### config.mk
export PLATFORM = sky130hd
export DESIGN_NAME = fetch_stage
export DESIGN_NICKNAME = d
export VERILOG_FILES = /design/src/rtl/fetch_stage.sv
export SDC_FILE = /design/constraint.sdc
export NUM_CORES = 1
export LEC_CHECK = 0
export CORE_ASPECT_RATIO = 1.25
export CORE_MARGIN = 2
export CORE_UTILIZATION = 50
export DETAILED_ROUTE_END_ITERATION = 7
export DONT_BUFFER_PORTS = 1
export GPL_ROUTABILITY_DRIVEN = 0
export PLACE_DENSITY = 0.63
export SYNTH_ARGS = -nofsm -noshare
export SYNTH_HDL_FRONTEND = slang
export SYNTH_SLANG_ARGS = --single-unit
### constraint.sdc
create_clock -name clk -period 6.4 [get_ports clk]
set_input_delay 1.28 -clock clk [delete_from_list [all_inputs] [get_ports clk]]
set_output_delay 1.28 -clock clk [all_outputs]
set_load 0.02 [all_outputs]
### src/rtl/fetch_stage.sv
// -----------------------------------------------------------------------------
// fetch_stage
//   Instruction-fetch stage plus the IF/ID pipeline register. Holds the PC,
//   selects the next PC from a 2-bit source code, fetches from a wait-state
//   instruction memory and hands {instr, pc, pc+4, valid} to decode while
//   honouring hazard stall/flush controls.
//
//   Optional feature macro: FETCH_MISALIGN_CHK_EN
//     defined   : a redirect target with [1:0] != 0 sets sticky misalign_o,
//                 freezes the PC, drops imem_req and keeps IF/ID bubbled.
//     undefined : redirect targets are word-aligned by clearing bits [1:0].
//
// Ports
//   clk, rst_n          clock (rising edge), asynchronous active-low reset
//   stall_f             hold PC and IF/ID contents
//   flush_d             load a bubble into IF/ID
//   pc_src              0 pc+4, 1 pc_target, 2 alu_result (jalr), 3 hold PC
//   pc_target           branch/jal target
//   alu_result          jalr target
//   imem_req/imem_addr  fetch request and address (address = current PC)
//   imem_ready/rdata    memory response for imem_addr this cycle
//   instr_d, pc_d,
//   pcplus4_d, valid_d  IF/ID register contents
//   fetch_busy          waiting on memory (stall request to hazard unit)
//   misalign_o          sticky misaligned-target flag (macro builds only)
// -----------------------------------------------------------------------------
module fetch_stage #(
   parameter logic [31:0] RESET_VECTOR = 32'h0000_0000,
   parameter logic [31:0] NOP_INSTR    = 32'h0000_0013
) (
   input  logic        clk,
   input  logic        rst_n,
   input  logic        stall_f,
   input  logic        flush_d,
   input  logic [1:0]  pc_src,
   input  logic [31:0] pc_target,
   input  logic [31:0] alu_result,
   output logic        imem_req,
   output logic [31:0] imem_addr,
   input  logic        imem_ready,
   input  logic [31:0] imem_rdata,
   output logic [31:0] instr_d,
   output logic [31:0] pc_d,
   output logic [31:0] pcplus4_d,
   output logic        valid_d,
   output logic        fetch_busy
`ifdef FETCH_MISALIGN_CHK_EN
   ,
   output logic        misalign_o
`endif
);

   typedef enum logic [1:0] {
      IDLE  = 2'd0,
      FETCH = 2'd1,
      HOLD  = 2'd2
   } state_t;

   state_t      state_reg, state_next;
   logic [31:0] pc_reg, pc_next;
   logic [31:0] hold_reg, hold_next;
   logic [31:0] instr_reg, instr_next;
   logic [31:0] pc_d_reg, pc_d_next;
   logic [31:0] pcplus4_d_reg, pcplus4_d_next;
   logic        valid_reg, valid_next;

   logic        redirect;
   logic [31:0] raw_target;
   logic [31:0] target;
   logic [31:0] pc_plus4;
   logic        bad_target;
   logic        frozen;
   logic        bubble;
   logic        load_en;
   logic [31:0] load_word;

   // Redirect source decode; jalr target always has bit 0 cleared.
   always_comb begin
      redirect   = (pc_src == 2'd1) || (pc_src == 2'd2);
      raw_target = (pc_src == 2'd1) ? pc_target : (alu_result & ~32'd1);
   end

   assign pc_plus4 = pc_reg + 32'd4;

`ifdef FETCH_MISALIGN_CHK_EN
   logic misalign_reg;

   assign target     = raw_target;
   assign bad_target = redirect && (raw_target[1:0] != 2'b00);
   assign frozen     = misalign_reg;
   assign misalign_o = misalign_reg;

   // Sticky: once set, only reset clears it.
   always_ff @(posedge clk or negedge rst_n) begin
      if (!rst_n) begin
         misalign_reg <= 1'b0;
      end else if (bad_target) begin
         misalign_reg <= 1'b1;
      end
   end
`else
   assign target     = raw_target & ~32'd3;
   assign bad_target = 1'b0;
   assign frozen     = 1'b0;
`endif

   // Next-state and IF/ID update. A bubble request from any source (redirect,
   // wait state, pc_src=3, flush) is applied last so it always wins.
   always_comb begin
      state_next     = state_reg;
      pc_next        = pc_reg;
      hold_next      = hold_reg;
      instr_next     = instr_reg;
      pc_d_next      = pc_d_reg;
      pcplus4_d_next = pcplus4_d_reg;
      valid_next     = valid_reg;
      bubble         = 1'b0;
      load_en        = 1'b0;
      load_word      = imem_rdata;

      if (frozen || bad_target) begin
         bubble = 1'b1;
      end else if (redirect) begin
         // Redirect beats stall and any same-cycle response; hold buffer dropped.
         pc_next    = target;
         state_next = FETCH;
         bubble     = 1'b1;
      end else begin
         case (state_reg)
            IDLE: begin
               state_next = FETCH;
            end
            FETCH: begin
               if (imem_ready) begin
                  if (stall_f) begin
                     // Park the word so it is delivered exactly once on release.
                     hold_next  = imem_rdata;
                     state_next = HOLD;
                  end else if (pc_src == 2'd3) begin
                     // PC held: this word is refetched next cycle.
                     bubble = 1'b1;
                  end else begin
                     load_en   = 1'b1;
                     load_word = imem_rdata;
                     pc_next   = pc_plus4;
                  end
               end else if (!stall_f) begin
                  bubble = 1'b1;
               end
            end
            HOLD: begin
               if (!stall_f) begin
                  state_next = FETCH;
                  if (pc_src == 2'd3) begin
                     bubble = 1'b1;
                  end else begin
                     load_en   = 1'b1;
                     load_word = hold_reg;
                     pc_next   = pc_plus4;
                  end
               end
            end
            default: begin
               state_next = IDLE;
            end
         endcase
      end

      if (load_en) begin
         instr_next     = load_word;
         pc_d_next      = pc_reg;
         pcplus4_d_next = pc_plus4;
         valid_next     = 1'b1;
      end

      if (flush_d) begin
         bubble = 1'b1;
      end

      if (bubble) begin
         instr_next     = NOP_INSTR;
         pc_d_next      = 32'd0;
         pcplus4_d_next = 32'd0;
         valid_next     = 1'b0;
      end
   end

   always_ff @(posedge clk or negedge rst_n) begin
      if (!rst_n) begin
         state_reg     <= IDLE;
         pc_reg        <= RESET_VECTOR;
         hold_reg      <= 32'd0;
         instr_reg     <= NOP_INSTR;
         pc_d_reg      <= 32'd0;
         pcplus4_d_reg <= 32'd0;
         valid_reg     <= 1'b0;
      end else begin
         state_reg     <= state_next;
         pc_reg        <= pc_next;
         hold_reg      <= hold_next;
         instr_reg     <= instr_next;
         pc_d_reg      <= pc_d_next;
         pcplus4_d_reg <= pcplus4_d_next;
         valid_reg     <= valid_next;
      end
   end

   assign imem_req   = (state_reg == FETCH) && !frozen;
   assign imem_addr  = pc_reg;
   assign fetch_busy = (state_reg == FETCH) && !imem_ready && !frozen;
   assign instr_d    = instr_reg;
   assign pc_d       = pc_d_reg;
   assign pcplus4_d  = pcplus4_d_reg;
   assign valid_d    = valid_reg;

endmodule

Yosys cells after proc, flatten, opt, wreduce, memory -nomap -nowiden
Cells that the tools add are included.
- $add $sub $neg: 1
- equality and inequality tests: 8
- muxes and demuxes: 35
- bitwise logic cells: 1
- reduce and logical (&&, ||, !) cells: 9
- operator list (kind ; count):
    $mux W32 ; 15
    $pmux W32 S2 ; 1
    $add A32 B3 Y32 const B ; 1
    $mux W1 ; 12
    $mux W2 ; 4
    $eq A2 B2 Y1 const B ; 3
    $pmux W2 S3 ; 1
    $eq A2 B1 Y1 const B ; 2
    $pmux W1 S2 ; 2
    $reduce_and A4 Y1 ; 1
    $ne A3 B1 Y1 const B ; 1
    $ne A3 B2 Y1 const B ; 1
    $ne A3 B3 Y1 const B ; 1
    $reduce_and A3 Y1 ; 1
    $reduce_bool A3 Y1 ; 1
    $logic_not A2 Y1 ; 1
    $reduce_and A2 Y1 ; 1
    $reduce_bool A2 Y1 ; 1
    $logic_and A1 B1 Y1 ; 1
    $logic_not A1 Y1 ; 1
    $logic_or A1 B1 Y1 ; 1
    $not A1 Y1 ; 1
- register bits: 163
- bits of input ports: 103
- output and inout port bits: 131
- word-level logic and storage cells: 61

Logic depth before layout (Yosys ltp)
Gate-level depths: netlist (run 1).
- word-level depth: 8
- gate-level depth with buffers: 9
- depth with buffers taken out: 6

Worst setup path after synthesis (run 1)
Ideal clock, no wire load.
- path kind: input port to flip-flop
- start: input pc_src[0]
- end: register pcplus4_d_reg[18] (netlist: pcplus4_d[18])
- library setup time: 69 ps
- arrival: 3173 ps
- data required time: 6331 ps
- setup slack: 3158 ps
- cell stages on the path: 7
- buffers on the path: 2
- cells stage by stage: ha_1 > or3b_4 > or4_1 > buf_2 > buf_6 > or4_1 > nand3_1
- cells in the longest elaborated chain, start to end: 8
- RTL lines (element ; RTL line ; text):
    from (decl) ; 35 ; input logic [1:0] pc_src,
    $eq A2 B2 Y1 ; 139, 154 ;
    $mux W1 ; 139, 154 ;
    $mux W1 ; 135 ; if (stall_f) begin
    $mux W1 ; 134 ; if (imem_ready) begin
    $pmux W1 S2 ; 129 ; case (state_reg)
    $mux W1 ; 123 ; end else if (redirect) begin
    $mux W1 ; 176 ; if (flush_d) begin
    $mux W32 / $reduce_bool A2 Y1 (equally long branches) ; -- ;
    to (signal assigned) ; 203 ; pcplus4_d_reg <= pcplus4_d_next;
    to (decl) ; 64 ; logic [31:0] pcplus4_d_reg, pcplus4_d_next;
Parallel ways exist; a longest one is shown, timed or not.
A chain may end at the register's enable or synchronous reset.

Worst setup path after layout (run 1)
- start: input pc_src[1]
- end: register instr_reg[3] (netlist: instr_d[3])
- cells in the longest elaborated chain, start to end: 8
- RTL lines (element ; RTL line ; text):
    $eq A2 B2 Y1 ; 139, 154 ;
    $mux W1 ; 139, 154 ;
    $mux W1 ; 135 ;
    $mux W1 ; 134 ;
    $pmux W1 S2 ; 129 ;
    $mux W1 ; 123 ;
    $mux W1 ; 176 ;
    $mux W32 / $reduce_bool A2 Y1 (equally long branches) ; -- ;
    to (signal assigned) ; 201 ; instr_reg <= instr_next;
    to (decl) ; 62 ; logic [31:0] instr_reg, instr_next;
Parallel ways exist; a longest one is shown, timed or not. The select of a mux whose other input is x is not followed.

==> out/metrics.cfg, run 1 <==
[critical_path]
cp.arrival_ns=3.96
critical_path_class=in -> reg
path_buf_inv=4
cp_top_family=buffers and inverters
crit_chain=inv_1 -> ha_2 -> buf_4 -> clkinv_1 -> nor4b_4 -> buf_4 -> mux2i_1 -> o21ai_0
reg2regPathDepth=7
cp_slowest_cell=clkinv_1
crit_top_cell=buf_4
critPathLaunchType=primary input
crit_required_ns=6.67
critPathCaptureType=flip-flop
path_max_fanout=51
crit_path_max_incr_delay_ns=0.60
crit_cells=8

[synthesis]
ys_warn_count=0
synth_cell_types=51
synthFlopType=dfrtp_1
synth.top_cell.area_share_pct=47.6
synthCells=810
synth.area.top_cells=dfrtp_1 48%, mux2_2 6.5%, mux2i_1 5.8%, nand2_1 3.9%, o21ai_0 3.7%
synthArstFlopShare_pct=100
synth_top_area_cell=dfrtp_1
syn_area_mm2=0.00809
synth_seq_cells=157
synth_edf_count=0
avgSynthCellArea_um2=9.99
ys_seq_area_share_pct=48.6

[routing]
wl_mm=22.0
avgViaCountPerCell=6.41
drt-pass1-iter-count=7
drcViolationCount=0
drt_iter0_markers=500
vias=6361
wire_per_inst_um=22.1
ant_nets=0

[cts]
cts_resized=0
clkTransAtPathRegs_ns=0.06
post-cts-setup-buffers=0
cts_inserted_buffers=17
cts_sinks=157
cts_tree=yes
ctsLongestPathBuffers=2
htreeDepth=4
clock_latency_ns=0.43
ctsHoldBuffers=0
root_buffer=clkbuf_16

[global_routing]
met3_usage_pct=8.20
grt_overflow=0
track_usage_pct=25.4
first_global_vias=6316
use_met1_pct=30.8
grt_max_degree=158
grt_first_pass_wirelength_mm=34.8
busiest_layer=met2
grt_use_met2_pct=42.1
grt_antenna_before_repair=0

[flow_run]
max_cap_violations=0

[sta]
grt_setup_unrepaired=no
drv_slew=0
finalSetupTns_ns=0
setup_viol=0
max_freq_mhz=271
hold_viol_final=0
fin_crit_sh_pct=57.6
skew_ns=0.00884
max_slew.worst_pin.slew_ns=1.43
hold_ws_ns=0.504
relSlewSlack_pct=3.53
post-route-min-period_ns=3.69

[pwr]
ir_drop_mv=0.191
leakage_nw=3.66
powerDensity_mw_per_mm2=361

[layout]
multi_input_area_mm2=0.00383
fin_util_pct=55.0
seq_area_mm2=0.00393
nets=874
layout-drive-gt1-share_pct=13.1
nFillCells=1439
syn_to_final_growth_pct=8.80
insertedDiodeCount=0

[worst_hold_path]
hold_class=reg -> reg
whs_path_depth=1

[place]
dp_hpwl_mm=14.5
numPortBuffers=0

[floorplanning]
rows=52
die_w_um=118
ios=234
core_area_mm2=0.0160
dieArea_mm2=0.0172
die_y_um=146
start_util_pct=50.5

[run_status]
status=completed

-- routing by layer --
metal  up-vias  part of all wire (%)
met4         0                   2.5
li1       2874                     -
met3        40                   7.9
met1      3177                    40
met5         -                     0
met2       270                    49
-- path summary, 6_finish.rpt --
kind | from | end | slack, ns
min in group asynchronous | rst_n | instr_d[29]$_DFFE_PN0P_ | 0.54
worst min-delay path | hold_reg[26]$_DFFE_PN0P_ | hold_reg[26]$_DFFE_PN0P_ | 0.50
worst min register to register | hold_reg[26]$_DFFE_PN0P_ | hold_reg[26]$_DFFE_PN0P_ | 0.50
worst max register to register | state_reg[1]$_DFFE_PN0P_ | pcplus4_d[26]$_DFFE_PN0P_ | 3.02
max in group asynchronous | rst_n | instr_d[1]$_DFFE_PN1P_ | 5.52
worst max-delay path | pc_src[1] | instr_d[3]$_DFFE_PN0P_ | 2.71
-- where the power goes --
part	leakage [nW]	switching (mW)	total [mW]	internal [mW]
Sequential	2.05	0.320	1.49	1.17
Combinational	1.28	0.317	0.564	0.246
Clock	0.322	0.422	1.13	0.706
Total	3.66	1.06	3.18	2.12
-- layout by cell type (no fill, tap or decap), drive strengths merged, types with 7 or more instances in the layout --
cell / count
nand2b: 11
clkbuf: 20
a21oi: 21
nor2: 30
clkinv: 7
nand3: 35
o21ai: 59
mux2: 47
mux2i: 47
dfrtp: 154
a221o: 9
o22ai: 14
ha: 7
nor3: 13
buf: 8
nand4: 20
a22o: 23
o211ai: 17
inv: 14
or4: 21
nor4: 25
a21o: 11
nand2: 85
-- cell type report --
cell class                      count  share of cell area, %
Clock buffer                       19                   5.03
Sequential cell                   157                   44.7
Multi-Input combinational cell    566                   43.5
Tap cell                          216                   3.07
Clock inverter                     13                   2.42
Inverter                           13                  0.554
Timing Repair Buffer                9                  0.739
-- cells by family after synthesis --
group,synth area share [%]
AND/OR/NAND/NOR,17.8
AO/OA/AOI/OAI,14.8
flip-flops,48.6
multiplexers,12.4
buffers and inverters,4.84
adder cells (fa/ha/maj),1.08
XOR/XNOR,0.541
other,0.0464
-- stage by stage --
stage                     total power, mW  cells  worst slack, ns  area [um2]
after floorplan                      1.89    815             3.16        8110
after global placement               2.02    960             2.35        8140
after detailed placement             2.06    960             2.27        8140
after CTS                            3.19    992             2.71        8800
after global routing                 3.32    993             2.53        8800
final                                3.18    993             2.71        8800
-- synth_stat cells, types with 6 or more instances --
cell	n
a21o_1	11
a21oi_1	21
a221o_1	9
a22o_1	23
and3_1	6
buf_2	7
buf_4	6
clkbuf_1	59
dfrtp_1	154
ha_1	7
inv_1	12
mux2_2	47
mux2i_1	47
nand2_1	85
nand2b_1	11
nand3_1	35
nand4_1	20
nor2_1	30
nor2b_1	6
nor3_1	13
nor3b_1	6
nor4_1	25
o211ai_1	17
o21ai_0	59
o22ai_1	14
or3_1	6
or4_1	21
-- worst register-to-register path: stages, from the launching register on --
cell and delay [ns]:
dfrtp_1 0.41, inv_1 0.08, ha_1 0.37, nor2b_1 0.35, or4_2 1.07, buf_4 0.38
or4_1 0.55, nand3_1 0.10
(Power assumes the default switching activity.)
==> run 2, diff against run 1 <==
- clock period: 6.4 -> 3.4 ns (I/O delays scaled with it)
==> out/metrics.cfg, run 2 (synthesized netlist as in run 1, its figures left out) <==
[run_status]
status=finished with violations  ; was completed
violations=hold timing

[cts]
cts_resized=0  ; unchanged
htreeDepth=4  ; unchanged
ctsLongestPathBuffers=2  ; unchanged
cts_sinks=157  ; unchanged
cts_tree=yes  ; unchanged
post-cts-setup-buffers=0  ; unchanged
clock_latency_ns=0.43  ; about the same
cts_inserted_buffers=17  ; unchanged
clkTransAtPathRegs_ns=0.06  ; about the same
root_buffer=clkbuf_16  ; unchanged

[floorplanning]
ios=234  ; unchanged
rows=52  ; unchanged
dieArea_mm2=0.0172  ; unchanged
core_area_mm2=0.0160  ; unchanged
die_w_um=118  ; unchanged
start_util_pct=50.5  ; unchanged
die_y_um=146  ; unchanged

[sta]
skew_ns=0.0115  ; was 0.00884 ns
finalSetupTns_ns=0  ; unchanged
fin_crit_sh_pct=87.4
relSlewSlack_pct=48.3  ; was 3.53%
grt_setup_unrepaired=no  ; unchanged
hold_viol_final=118  ; was 0
max_slew.worst_pin.slew_ns=0.768  ; was 1.43 ns
setup_viol=0  ; unchanged
drv_slew=0  ; unchanged
hold_ws_ns=-0.0544  ; was 0.504 ns
post-route-min-period_ns=2.97
max_freq_mhz=336

[layout]
syn_to_final_growth_pct=9.16  ; was 8.80%
nets=890  ; was 874
mostFrequentLayoutCells=154 x dfrtp_1, 85 x nand2_1, 59 x o21ai_0, 47 x mux2_2, 47 x mux2i_1  ; unchanged
postLayoutCellArea_mm2=0.00883  ; was 0.00880 mm2
insertedDiodeCount=0  ; unchanged
mostFrequentLayoutCell=dfrtp_1  ; unchanged
layout-drive-gt1-share_pct=15.0  ; was 13.1%

[pwr]
ir_drop_mv=0.313  ; was 0.191 mV
leakage_nw=3.68  ; was 3.66 nW
powerDensity_mw_per_mm2=648  ; was 361 mW/mm2

[routing]
avgViaCountPerCell=6.45  ; was 6.41
drcViolationCount=0  ; unchanged
drt-pass1-iter-count=5  ; was 7
vias=6505  ; was 6361
ant_nets=0  ; unchanged
drt_iter0_markers=627  ; was 500
wl_mm=22.4  ; was 22.0 mm
wire_per_inst_um=22.2  ; was 22.1 um

[critical_path]
reg2regPathDepth=6  ; was 7
worstReg2RegEnd=pcplus4_d[26]$_DFFE_PN0P_  ; unchanged
crit_required_ns=3.75  ; was 6.67 ns
cp.arrival_ns=3.33  ; was 3.96 ns
r2r_setup_slack_ns=0.43  ; was 3.02 ns
path_max_fanout=23  ; was 51
r2r-start=state_reg[1]$_DFFE_PN0P_  ; unchanged
critPathCaptureType=flip-flop  ; unchanged
critPathLaunchType=flip-flop  ; was primary input
critical_path_class=reg -> reg  ; was in -> reg

[global_routing]
grt_overflow=0  ; unchanged
grt_antenna_before_repair=0  ; unchanged
grt_first_pass_wirelength_mm=35.7  ; was 34.8 mm
grt_max_degree=158  ; unchanged
first_global_vias=6607  ; was 6316
track_usage_pct=26.0  ; was 25.4%

[flow_run]
max_cap_violations=0  ; unchanged

[place]
dp_hpwl_mm=15.1  ; was 14.5 mm
placed_area_mm2=0.00827  ; was 0.00814 mm2
numPortBuffers=0  ; unchanged

[worst_hold_path]
hold_class=in -> async  ; was reg -> reg

==> run 2: cell count changes in the layout (fill, tap and decap cells not counted), sizes merged <==
| cell | change |
|---|---|
| clkinvlp | +4 |
| bufinv | -4 |
| buf | +17 |
| clkbuf | -3 |
| clkinv | -1 |
| inv | +3 |
==> run 2: area by class of cell <==
| cell class | count | area [um2] |
|---|---|---|
| multi-input cells | 566 | 3830 |
| flip-flops and latches | 157 | 3930 |
| well taps | 216 | 270 |
| fillers | 1445 | 7180 |
| clock buffers | 17 | 425 |
| inverters | 13 | 48.8 |
| repair buffers | 25 | 188 |
| clock inverters | 15 | 136 |
==> run 2: per-stage QoR <==
stage                     worst slack, ns  utilization, %  total power [mW]  instances
after floorplan                     0.758               -              3.55        815
after global placement              0.375            51.7              3.84        977
after detailed placement            0.312            51.7              3.91        977
after CTS                           0.440            55.2              5.74       1009
after global routing                0.288            55.2              6.00       1009
final                               0.428            55.2              5.72       1009
==> run 2: layer usage <==
metal  vias up  wire length (um)  track usage (%)
met1      3227              8730             30.8
met3        56              1990             8.75
met4         0               617             11.2
met2       300             11000             43.2
li1       2922                 -                -
met5         -                 0                0
==> run 2: worst max-delay path by stage <==
stage                                  start  depth (start not counted)                   endpoint  slack (ns)
floorplan                          pc_src[0]                          7  pcplus4_d[18]$_DFFE_PN0P_        0.76
global placement                   pc_src[0]                          5  pcplus4_d[20]$_DFFE_PN0P_        0.38
detailed placement                 pc_src[1]                          8  imem_addr[24]$_DFFE_PN0P_        0.31
CTS                 state_reg[1]$_DFFE_PN0P_                          6  pcplus4_d[26]$_DFFE_PN0P_        0.44
global route        state_reg[1]$_DFFE_PN0P_                          6  pcplus4_d[26]$_DFFE_PN0P_        0.29
finish              state_reg[1]$_DFFE_PN0P_                          6  pcplus4_d[26]$_DFFE_PN0P_        0.43
==> run 2: report_power, final <==
group          internal, mW  switching, mW  leakage [nW]
logic                 0.492          0.627          1.36
registers              2.19          0.575          2.05
clock network          1.02          0.814         0.267
total                  3.70           2.02          3.68
==> run 2: worst max-delay path: stages, from the launching register on <==
cell	delay, ns
dfrtp_1	0.42
inv_1	0.11
ha_1	0.49
a21oi_1	0.20
or4_2	0.94
or4_1	0.61
nand3_1	0.11
